--- src/rtl/muldiv_pkg.sv ---
// Shared encodings for the sequential multiply/divide unit.
// Op codes, FSM state constants and small decode helpers.
package muldiv_pkg;

   typedef logic [1:0] op_t;
   typedef logic [1:0] state_t;

   localparam op_t OP_MUL  = 2'b00;
   localparam op_t OP_MULU = 2'b01;
   localparam op_t OP_DIV  = 2'b10;
   localparam op_t OP_DIVU = 2'b11;

   localparam state_t ST_IDLE = 2'd0;
   localparam state_t ST_CALC = 2'd1;
   localparam state_t ST_FIX  = 2'd2;
   localparam state_t ST_DONE = 2'd3;

   function automatic int cnt_width(input int w);
      return (w > 1) ? $clog2(w) : 1;
   endfunction

   function automatic logic op_is_div(input op_t o);
      return o[1];
   endfunction

   function automatic logic op_signed(input op_t o);
      return ~o[0];
   endfunction

endpackage

--- src/rtl/muldiv_iter.sv ---
// One combinational iteration of the multiply/divide datapath.
// Booth add/sub + arithmetic shift, or restoring trial-subtract + shift.
module muldiv_iter #(
   parameter int WIDTH = 32
) (
   input  logic             is_div,
   input  logic [WIDTH+1:0] acc_i,
   input  logic [WIDTH-1:0] q_i,
   input  logic             qm1_i,
   input  logic [WIDTH:0]   m_i,
   output logic [WIDTH+1:0] acc_o,
   output logic [WIDTH-1:0] q_o,
   output logic             qm1_o
);

   localparam int W = WIDTH;

   logic [W+1:0] mx;
   logic [W+1:0] bsum;
   logic [W+1:0] sh;
   logic [W+1:0] trial;

   // Single step: Booth digit from {q[0], q[-1]}, or one restoring quotient bit
   always_comb begin
      mx = {m_i[W], m_i};
      case ({q_i[0], qm1_i})
         2'b01:   bsum = acc_i + mx;
         2'b10:   bsum = acc_i - mx;
         default: bsum = acc_i;
      endcase
      sh    = {acc_i[W:0], q_i[W-1]};
      trial = sh - {1'b0, m_i};
      if (is_div) begin
         qm1_o = 1'b0;
         if (!trial[W+1]) begin
            acc_o = trial;
            q_o   = {q_i[W-2:0], 1'b1};
         end else begin
            acc_o = sh;
            q_o   = {q_i[W-2:0], 1'b0};
         end
      end else begin
         acc_o = {bsum[W+1], bsum[W+1:1]};
         q_o   = {bsum[0], q_i[W-1:1]};
         qm1_o = q_i[0];
      end
   end

endmodule

--- src/rtl/seq_muldiv_unit.sv ---
// Multi-cycle signed/unsigned MUL/DIV unit for the HI/LO result path.
// FSM IDLE->CALC->FIX->DONE; one iteration per CALC cycle.
module seq_muldiv_unit
   import muldiv_pkg::*;
#(
   parameter int WIDTH = 32
) (
   input  logic             clk,
   input  logic             clr,
   input  logic             start,
   input  logic [1:0]       op,
   input  logic [WIDTH-1:0] a,
   input  logic [WIDTH-1:0] b,
   input  logic             flush,
   output logic             busy,
   output logic             done,
   output logic [WIDTH-1:0] hi,
   output logic [WIDTH-1:0] lo,
   output logic             div_by_zero
);

   localparam int W  = WIDTH;
   localparam int CW = cnt_width(WIDTH);

   state_t         state_q, state_d;
   logic [CW-1:0]  cnt_q, cnt_d;
   op_t            op_q, op_d;
   logic [W+1:0]   acc_q, acc_d;
   logic [W-1:0]   q_q, q_d;
   logic           qm1_q, qm1_d;
   logic [W:0]     m_q, m_d;
   logic           qneg_q, qneg_d;
   logic           rneg_q, rneg_d;
   logic           corr_q, corr_d;
   logic           dz_q, dz_d;
   logic [W-1:0]   hi_q, hi_d;
   logic [W-1:0]   lo_q, lo_d;
   logic           done_q, done_d;
   logic           dbz_q, dbz_d;

   logic [W+1:0]   it_acc;
   logic [W-1:0]   it_q;
   logic           it_qm1;

   logic           sgn_in;
   logic [W-1:0]   a_abs;
   logic [W-1:0]   b_abs;
   logic [W-1:0]   quo_n;
   logic [W-1:0]   rem_n;

   muldiv_iter #(
      .WIDTH (WIDTH)
   ) u_iter (
      .is_div (op_is_div(op_q)),
      .acc_i  (acc_q),
      .q_i    (q_q),
      .qm1_i  (qm1_q),
      .m_i    (m_q),
      .acc_o  (it_acc),
      .q_o    (it_q),
      .qm1_o  (it_qm1)
   );

   // Operand magnitudes for division and negated results for sign fix-up
   always_comb begin
      sgn_in = op_signed(op);
      a_abs  = (sgn_in && a[W-1]) ? ('0 - a) : a;
      b_abs  = (sgn_in && b[W-1]) ? ('0 - b) : b;
      quo_n  = '0 - q_q;
      rem_n  = '0 - acc_q[W-1:0];
   end

   // Sequencer: operand load, iteration, fix-up and result publication
   always_comb begin
      state_d = state_q;
      cnt_d   = cnt_q;
      op_d    = op_q;
      acc_d   = acc_q;
      q_d     = q_q;
      qm1_d   = qm1_q;
      m_d     = m_q;
      qneg_d  = qneg_q;
      rneg_d  = rneg_q;
      corr_d  = corr_q;
      dz_d    = dz_q;
      hi_d    = hi_q;
      lo_d    = lo_q;
      dbz_d   = dbz_q;
      done_d  = 1'b0;
      unique case (state_q)
         ST_IDLE: begin
            if (start && !flush) begin
               op_d   = op;
               cnt_d  = CW'(W - 1);
               acc_d  = '0;
               qm1_d  = 1'b0;
               dz_d   = 1'b0;
               state_d = ST_CALC;
               if (op_is_div(op)) begin
                  m_d    = {1'b0, b_abs};
                  q_d    = a_abs;
                  qneg_d = sgn_in & (a[W-1] ^ b[W-1]);
                  rneg_d = sgn_in & a[W-1];
                  corr_d = 1'b0;
                  if (b == '0) begin
                     // Zero divisor skips the iterations entirely
                     acc_d   = {2'b00, a};
                     q_d     = '1;
                     dz_d    = 1'b1;
                     state_d = ST_DONE;
                  end
               end else begin
                  // Multiplicand extended to WIDTH+1 bits by op signedness
                  m_d    = {sgn_in & a[W-1], a};
                  q_d    = b;
                  qneg_d = 1'b0;
                  rneg_d = 1'b0;
                  corr_d = ~sgn_in & b[W-1];
               end
            end
         end
         ST_CALC: begin
            if (flush) begin
               state_d = ST_IDLE;
            end else begin
               acc_d = it_acc;
               q_d   = it_q;
               qm1_d = it_qm1;
               if (cnt_q == '0) begin
                  state_d = ST_FIX;
               end else begin
                  cnt_d = cnt_q - 1'b1;
               end
            end
         end
         ST_FIX: begin
            if (flush) begin
               state_d = ST_IDLE;
            end else begin
               // Unsigned multiplier MSB is the top Booth digit (+M at 2^W)
               if (corr_q) begin
                  acc_d = acc_q + {1'b0, m_q};
               end
               if (qneg_q) begin
                  q_d = quo_n;
               end
               if (rneg_q) begin
                  acc_d = {2'b00, rem_n};
               end
               state_d = ST_DONE;
            end
         end
         ST_DONE: begin
            hi_d    = acc_q[W-1:0];
            lo_d    = q_q;
            dbz_d   = dz_q;
            done_d  = 1'b1;
            state_d = ST_IDLE;
         end
         default: begin
            state_d = ST_IDLE;
         end
      endcase
   end

   // State and datapath registers; asynchronous clear discards all work
   always_ff @(posedge clk or posedge clr) begin
      if (clr) begin
         state_q <= ST_IDLE;
         cnt_q   <= '0;
         op_q    <= OP_MUL;
         acc_q   <= '0;
         q_q     <= '0;
         qm1_q   <= 1'b0;
         m_q     <= '0;
         qneg_q  <= 1'b0;
         rneg_q  <= 1'b0;
         corr_q  <= 1'b0;
         dz_q    <= 1'b0;
         hi_q    <= '0;
         lo_q    <= '0;
         done_q  <= 1'b0;
         dbz_q   <= 1'b0;
      end else begin
         state_q <= state_d;
         cnt_q   <= cnt_d;
         op_q    <= op_d;
         acc_q   <= acc_d;
         q_q     <= q_d;
         qm1_q   <= qm1_d;
         m_q     <= m_d;
         qneg_q  <= qneg_d;
         rneg_q  <= rneg_d;
         corr_q  <= corr_d;
         dz_q    <= dz_d;
         hi_q    <= hi_d;
         lo_q    <= lo_d;
         done_q  <= done_d;
         dbz_q   <= dbz_d;
      end
   end

   assign busy        = (state_q != ST_IDLE);
   assign done        = done_q;
   assign hi          = hi_q;
   assign lo          = lo_q;
   assign div_by_zero = dbz_q;

endmodule

--- config.mk ---
export PLATFORM = sky130hd
export DESIGN_NAME = seq_muldiv_unit
export DESIGN_NICKNAME = d
export VERILOG_FILES = /design/src/rtl/muldiv_pkg.sv /design/src/rtl/muldiv_iter.sv /design/src/rtl/seq_muldiv_unit.sv
export SDC_FILE = /design/constraint.sdc
export NUM_CORES = 1
export LEC_CHECK = 0
export BUFFER_PORTS_ARGS = -buffer_cell sky130_fd_sc_hd__buf_2
export CORE_MARGIN = 2
export CORE_UTILIZATION = 65
export CTS_BUF_LIST = sky130_fd_sc_hd__clkbuf_4
export CTS_CLUSTER_SIZE = 16
export DETAILED_ROUTE_END_ITERATION = 8
export GPL_ROUTABILITY_DRIVEN = 0
export PLACE_DENSITY = 0.85
export SYNTH_ARGS = -nofsm -noshare
export SYNTH_HDL_FRONTEND = slang
export SYNTH_SLANG_ARGS = --single-unit
export TNS_END_PERCENT = 5
--- constraint.sdc ---
create_clock -name clk -period 18.13 [get_ports clk]
set_input_delay 4.5325 -clock clk [delete_from_list [all_inputs] [get_ports clk]]
set_output_delay 4.5325 -clock clk [all_outputs]
set_load 0.005 [all_outputs]
==> results.md, run 1 <==
* Outcome: finished, final reports clean
* Net Sw Frac at 55.9%
* Worst Hold Launch: hi[2]
* Required time of the worst setup path at 18.69 ns
* Synthesized area at 0.0182 mm2
* Number of flops mapped to enable cells by yosys at 0
* CTS tree: done
* Initial antenna violation count at 7
* Hold buffer count at CTS at 0
* Initial DRC count at 2995
* Post-synth top cells: a21oi_1 (233), nand2_1 (219), o21ai_0 (218)
* Pre-CTS setup slack at 10.19 ns
* Worst setup SP type: input port
* Layout cell share with drive strength beyond 1 at 12.5%
* Total CTS buffers at 17
* Clk pin slew, worst setup/hold paths at 0.17 ns
* PortBufs at 136
* Global Route Usage Sum at 40.8%
* Fraction of registers with async set/reset at 100%
* Net count after synthesis at 2553
* Final Hold Fails at 0
* Synth area leaders: dfrtp_1 (24%), ha_1 (7.7%), a21oi_1 (6.4%)
* Synth unique cells at 79
* Synth area leader: dfrtp_1
* Post-CTS sizing at 0
* Routed wire length at 60700 um
* Worst Setup SP: b[16]
* Largest net degree at the start of global routing at 103
* Leak Pwr at 8.60 nW
* First-pass GRT wire length at 95000 um
* Post-synth top area share at 24.4%
* Crit Path Class: in -> reg
* Min-delay worst type: reg -> reg
* Total gr overflow at 0
* Detail Route Antenna Nets at 0
* Pwr dens at 222 mW/mm2
* Sw power at 2.40 mW
* Count leader, synth: a21oi_1
* Final Util at 69.9%
* Starting Density at 65.8%
* Cells after synthesis at 2368
* Worst Setup End Kind: flip-flop
* Placed cell area at 0.0191 mm2
* Die X at 172 um
* Post-DP HPWL at 43900 um
* Wirelength per Cell at 21.7 um
* Post-Syn Area per Cell at 7.70 um2
* Hold WS at 0.519 ns
* Core box area at 0.0277 mm2
* Layout overhead on the synthesized area at 6.12%
* CP arrival at 8.01 ns
* R2R cell count at 18
* Final worst-path setup slack at 10.69 ns
* P_int at 1.89 mW
* Final period util at 41.1%
* Sequential share of power at 21.0%
* # DRC at 0
* Clock root buffer: clkbuf_4
* Max Cap Viol at 0
* YS warnings at 0
* Clk pwr share at 5.7%
* Final instance area at 0.0194 mm2
* Clk sinks at 178
* Worst-skew pair later-pin latency at 0.63 ns
* DRT Pass-1 Iters at 6
* Synth Flop Type: dfrtp_1
* Final TNS setup at 0 ns
* Hold path depth at 1
* Post-route insts no fill at 2801
* Final nets at 2587
* Vias in the first global route at 18000
* Combinational power share at 73.3%
* Crit Reg-Reg Startpoint: acc_q[0]
* H-tree depth at 4
* Final setup viols at 0
* Crit Path Max Fanout at 14
* Seq cells post-synth at 178
* Sequential fraction of the synthesis area at 24.4%
* FP Rows at 61
* Post-CTS setup buffers at 0
* Die Area at 0.0294 mm2
* Vias post-DR at 19600
* IO Count at 137
* Setup Skew at 0.0256 ns
* Time the worst path needs with I/O delays and setup at 7.44 ns
* Vias per cell at 6.99
* Maximum vdd ir drop at 0.166 mV
* Max-slew violations at 0
* Slew @ Worst Pin at 1.08 ns
* Max Clk Rate at 134 MHz
* Rel. slew slack at 28.1%
* Die height at 172 um
* Total Power at 4.29 mW
* RSZ-0062 raised after global routing: no
* FF-to-FF setup slack at 12.21 ns
* Dpl cells at 2761
* Max clock buf depth at 2
logic make-up after synthesis:
group                      Yosys count  synth area share [%]
AOI/OAI and AO/OA                  820                  28.2
xor gates and xnor gates           189                  9.08
adders and majority gates          115                  8.01
buffers and inverters              239                  4.96
DFF                                178                  24.4
muxes                              110                  6.58
and+or+nand+nor                    717                  18.8
power groups by stage:
stage                     Sequential, mW  Clock, mW  Combinational [mW]
final                              0.902      0.244                3.14
after floorplan                    0.730          0                2.38
after detailed placement           0.887          0                3.02
after global placement             0.875          0                2.92
after global routing               0.918      0.258                3.43
after CTS                          0.877      0.244                3.04
critical path, cell delays in order:
cell and delay [ns]:
buf_2 0.13, or4_1 0.63, nor4_1 0.38, and4b_1 0.31, nand3b_1 0.46, or2_2 0.55
nor3_2 0.50, a21oi_1 0.15, o21ai_0 0.09, a21oi_1 0.06, o22ai_1 0.19
registers in the layout, indices dropped and copies added, names as in the netlist:
signal / cells
q_q: 32
acc_q: 34
op_q: 1
state_q: 2
dz_q: 1
div_by_zero: 1
cnt_q: 5
rneg_q: 1
m_q: 33
qneg_q: 1
qm1_q: 1
lo: 32
corr_q: 1
hi: 32
done: 1
worst paths after layout:
path,end
setup / recovery,acc_q[31]
hold / removal,hi[2]
setup reg to reg,acc_q[29]
hold reg to reg,hi[2]
max in group asynchronous,q_q[13]
min in group asynchronous,hi[6]
placed cells by master (no fill, tap or decap), drive strengths merged, types with 33 or more instances in the layout:
cell type,synthesis,routed
o21ai,220,220
xnor2,118,118
nor3,61,61
nor2,196,196
o31ai,36,36
a21o,54,54
mux2,79,79
a31oi,38,38
nand2,219,219
buf,24,158
a211oi,33,33
dfrtp,178,178
a21oi,233,233
nand3,43,43
inv,94,102
xor2,71,71
ha,112,112
layer usage:
layer | wire length [um] | GRT usage [%]
met1 | 22900 | 54.3
met5 | 0 | 0
met3 | 7890 | 7.69
met4 | 4030 | 23.7
met2 | 25900 | 62.1
final cells by class:
type	count	area (um2)
Clock buffer	17	128
Multi-Input combinational cell	1951	12900
Clock inverter	15	148
Inverter	96	368
Sequential cell	178	4460
Timing Repair Buffer	158	846
Antenna cell	8	20.0
Tap cell	378	473
Fill cell	2269	8350
(Power assumes the default switching activity.)
==> run 2, diff against run 1 <==
Settings changed: CORE_UTILIZATION 65 to 64, PLACE_DENSITY 0.85 to 0.84.
Clock period 18.13 ns to 7.6 ns, I/O delays scaled along.
==> results.md, run 2 (synthesis gave the netlist of run 1 again) <==
* CP arrival at 6.24 ns (was 8.01 ns)
* H-tree depth at 4 (unchanged)
* Largest net degree at the start of global routing at 107 (was 103)
* Final setup viols at 0 (unchanged)
* Worst-skew pair later-pin latency at 0.64 ns (was 0.63 ns)
* Net Sw Frac at 55.9% (about the same)
* Largest regs: acc_q (34), m_q (33) (unchanged)
* Die Area at 0.0299 mm2 (was 0.0294 mm2)
* RSZ-0062 raised after global routing: no (unchanged)
* Clock root buffer: clkbuf_4 (unchanged)
* Final period util at 75.2%
* Maximum vdd ir drop at 0.237 mV (was 0.166 mV)
* Rel. slew slack at 17.0% (was 28.1%)
* Post-route insts no fill at 2797 (was 2801)
* Worst Setup SP: m_q[1] (was b[16])
* Core box area at 0.0279 mm2 (was 0.0277 mm2)
* Commonest cells after routing, fill and taps aside: a21oi_1 (233), nand2_1 (219), o21ai_0 (218) (unchanged)
* Sequential share of power at 20.6% (was 21.0%)
* Crit Reg-Reg Startpoint: m_q[1] (was acc_q[0])
* Final worst-path setup slack at 1.88 ns (was 10.69 ns)
* Global Route Usage Sum at 39.9% (was 40.8%)
* Die height at 173 um (was 172 um)
* Final TNS setup at 0 ns (unchanged)
* Layout overhead on the synthesized area at 6.14% (was 6.12%)
* # DRC at 1 (was 0)
* Worst Hold Launch: hi[13] (was hi[2])
* Crit Path Max Fanout at 24 (was 14)
* Total CTS buffers at 17 (unchanged)
* Pre-CTS setup slack at 2.14 ns (was 10.19 ns)
* Top reg by flops: acc_q (unchanged)
* First-pass GRT wire length at 96600 um (was 95000 um)
* PortBufs at 136 (unchanged)
* FP Rows at 61 (unchanged)
* Wirelength per Cell at 22.0 um (was 21.7 um)
* Clk pin slew, worst setup/hold paths at 0.16 ns (was 0.17 ns)
* Post-CTS setup buffers at 0 (unchanged)
* CTS tree: done (unchanged)
* Detail Route Antenna Nets at 0 (unchanged)
* Placed cell area at 0.0191 mm2 (about the same)
* Initial DRC count at 3132 (was 2995)
* Crit Path Class: reg -> reg (was in -> reg)
* Die X at 173 um (was 172 um)
* DRT Pass-1 Iters at 9 (was 6)
* Max FFs per register at 34 (unchanged)
* Leak Pwr at 8.60 nW (about the same)
* Combinational power share at 73.7% (was 73.3%)
* Slew @ Worst Pin at 1.24 ns (was 1.08 ns)
* Commonest non-fill, non-tap cell in the layout: a21oi_1 (unchanged)
* Worst Setup End Kind: flip-flop (unchanged)
* Pwr dens at 534 mW/mm2 (was 222 mW/mm2)
* Max-slew violations at 0 (unchanged)
* Post-DP HPWL at 44500 um (was 43900 um)
* Required time of the worst setup path at 8.12 ns (was 18.69 ns)
* Final Hold Fails at 0 (unchanged)
* Layout cell share with drive strength beyond 1 at 12.5% (about the same)
* Sw power at 5.78 mW (was 2.40 mW)
* Starting Density at 65.3% (was 65.8%)
* Clk pwr share at 5.8% (was 5.7%)
* Vias post-DR at 19400 (was 19600)
* Hold buffer count at CTS at 0 (unchanged)
* Setup Skew at 0.0237 ns (was 0.0256 ns)
* Clk sinks at 178 (unchanged)
* Max clock buf depth at 2 (unchanged)
* Initial antenna violation count at 6 (was 7)
* Max Cap Viol at 0 (unchanged)
* Time the worst path needs with I/O delays and setup at 5.72 ns
* Final nets at 2586 (was 2587)
* Total gr overflow at 0 (unchanged)
* P_int at 4.56 mW (was 1.89 mW)
* Layout fillers at 2336 (was 2269)
* Failing checks: DRC
* Max Clk Rate at 175 MHz
* Outcome: finished with violations (was finished, final reports clean)
* Dpl cells at 2760 (was 2761)
* Worst setup SP type: flip-flop (was input port)
* IO Count at 137 (unchanged)
* Post-CTS sizing at 0 (unchanged)
* Min-delay worst type: reg -> reg (unchanged)
* Final instance area at 0.0194 mm2 (about the same)
* Vias in the first global route at 18400 (was 18000)
* Vias per cell at 6.94 (was 6.99)
* Routed wire length at 61400 um (was 60700 um)
run 2: worst max-delay path: stages, from the launching register on:
cell       delay (ns)
dfrtp_1          0.49
inv_1            0.15
ha_1             0.29
nor2b_1          0.14
o31ai_1          0.37
a21oi_1          0.23
a221oi_1         0.54
o41ai_1          0.27
a41oi_1          0.36
o21ai_0          0.17
o21ai_0          0.30
nand2_1          0.13
a21o_1           0.20
ha_1             0.64
buf_4            0.46
mux2i_1          0.23
a211oi_1         0.09
a2111oi_0        0.44
nor2_1           0.07
run 2: power groups by stage:
| stage | Sequential, mW | Combinational, mW | Clock [mW] |
|---|---|---|---|
| 2_1_floorplan | 1.74 | 5.67 | 0 |
| 3_3_place_gp | 2.07 | 7.08 | 0 |
| 3_5_place_dp | 2.10 | 7.29 | 0 |
| 4_1_cts | 2.08 | 7.34 | 0.600 |
| 5_1_grt | 2.17 | 8.26 | 0.636 |
| 6_report | 2.13 | 7.62 | 0.597 |
run 2: final cells by class:
cell class	instances	area, um2	share of cell area, %
antenna	6	15.0	0.0776
clock buffer	19	143	0.737
clock inverter	12	146	0.756
inverter	96	368	1.90
multi-input combinational	1951	12900	66.7
sequential	178	4460	23.0
tap	378	473	2.44
timing repair buffer	157	838	4.33
run 2: final timing paths:
check                            endpoint  slack, ns  cells after the start
worst max register to register   acc_q[7]       1.88                     18
worst max-delay path             acc_q[7]       1.88                     18
max in group asynchronous       acc_q[33]       4.72                      3
worst min-delay path               hi[13]       0.52                      1
worst min register to register     hi[13]       0.52                      1
min in group asynchronous          lo[11]       1.38                      2
run 2: metrics by stage:
stage / hold WS (ns) / power [mW] / util [%]
floorplan: 0.444 / 7.41 / -
global placement: 0.484 / 9.16 / 68.2
detailed placement: 0.490 / 9.39 / 68.2
CTS: 0.525 / 10.0 / 69.2
global route: 0.538 / 11.1 / 69.3
finish: 0.520 / 10.3 / 69.3
run 2: layer usage:
metal	GRT usage [%]	up-vias	part of all wire [%]
met5	0	-	0
met4	20.6	0	5.7
met3	8.58	272	14
met2	61.3	1413	43
met1	53.2	8937	38
li1	-	8782	-
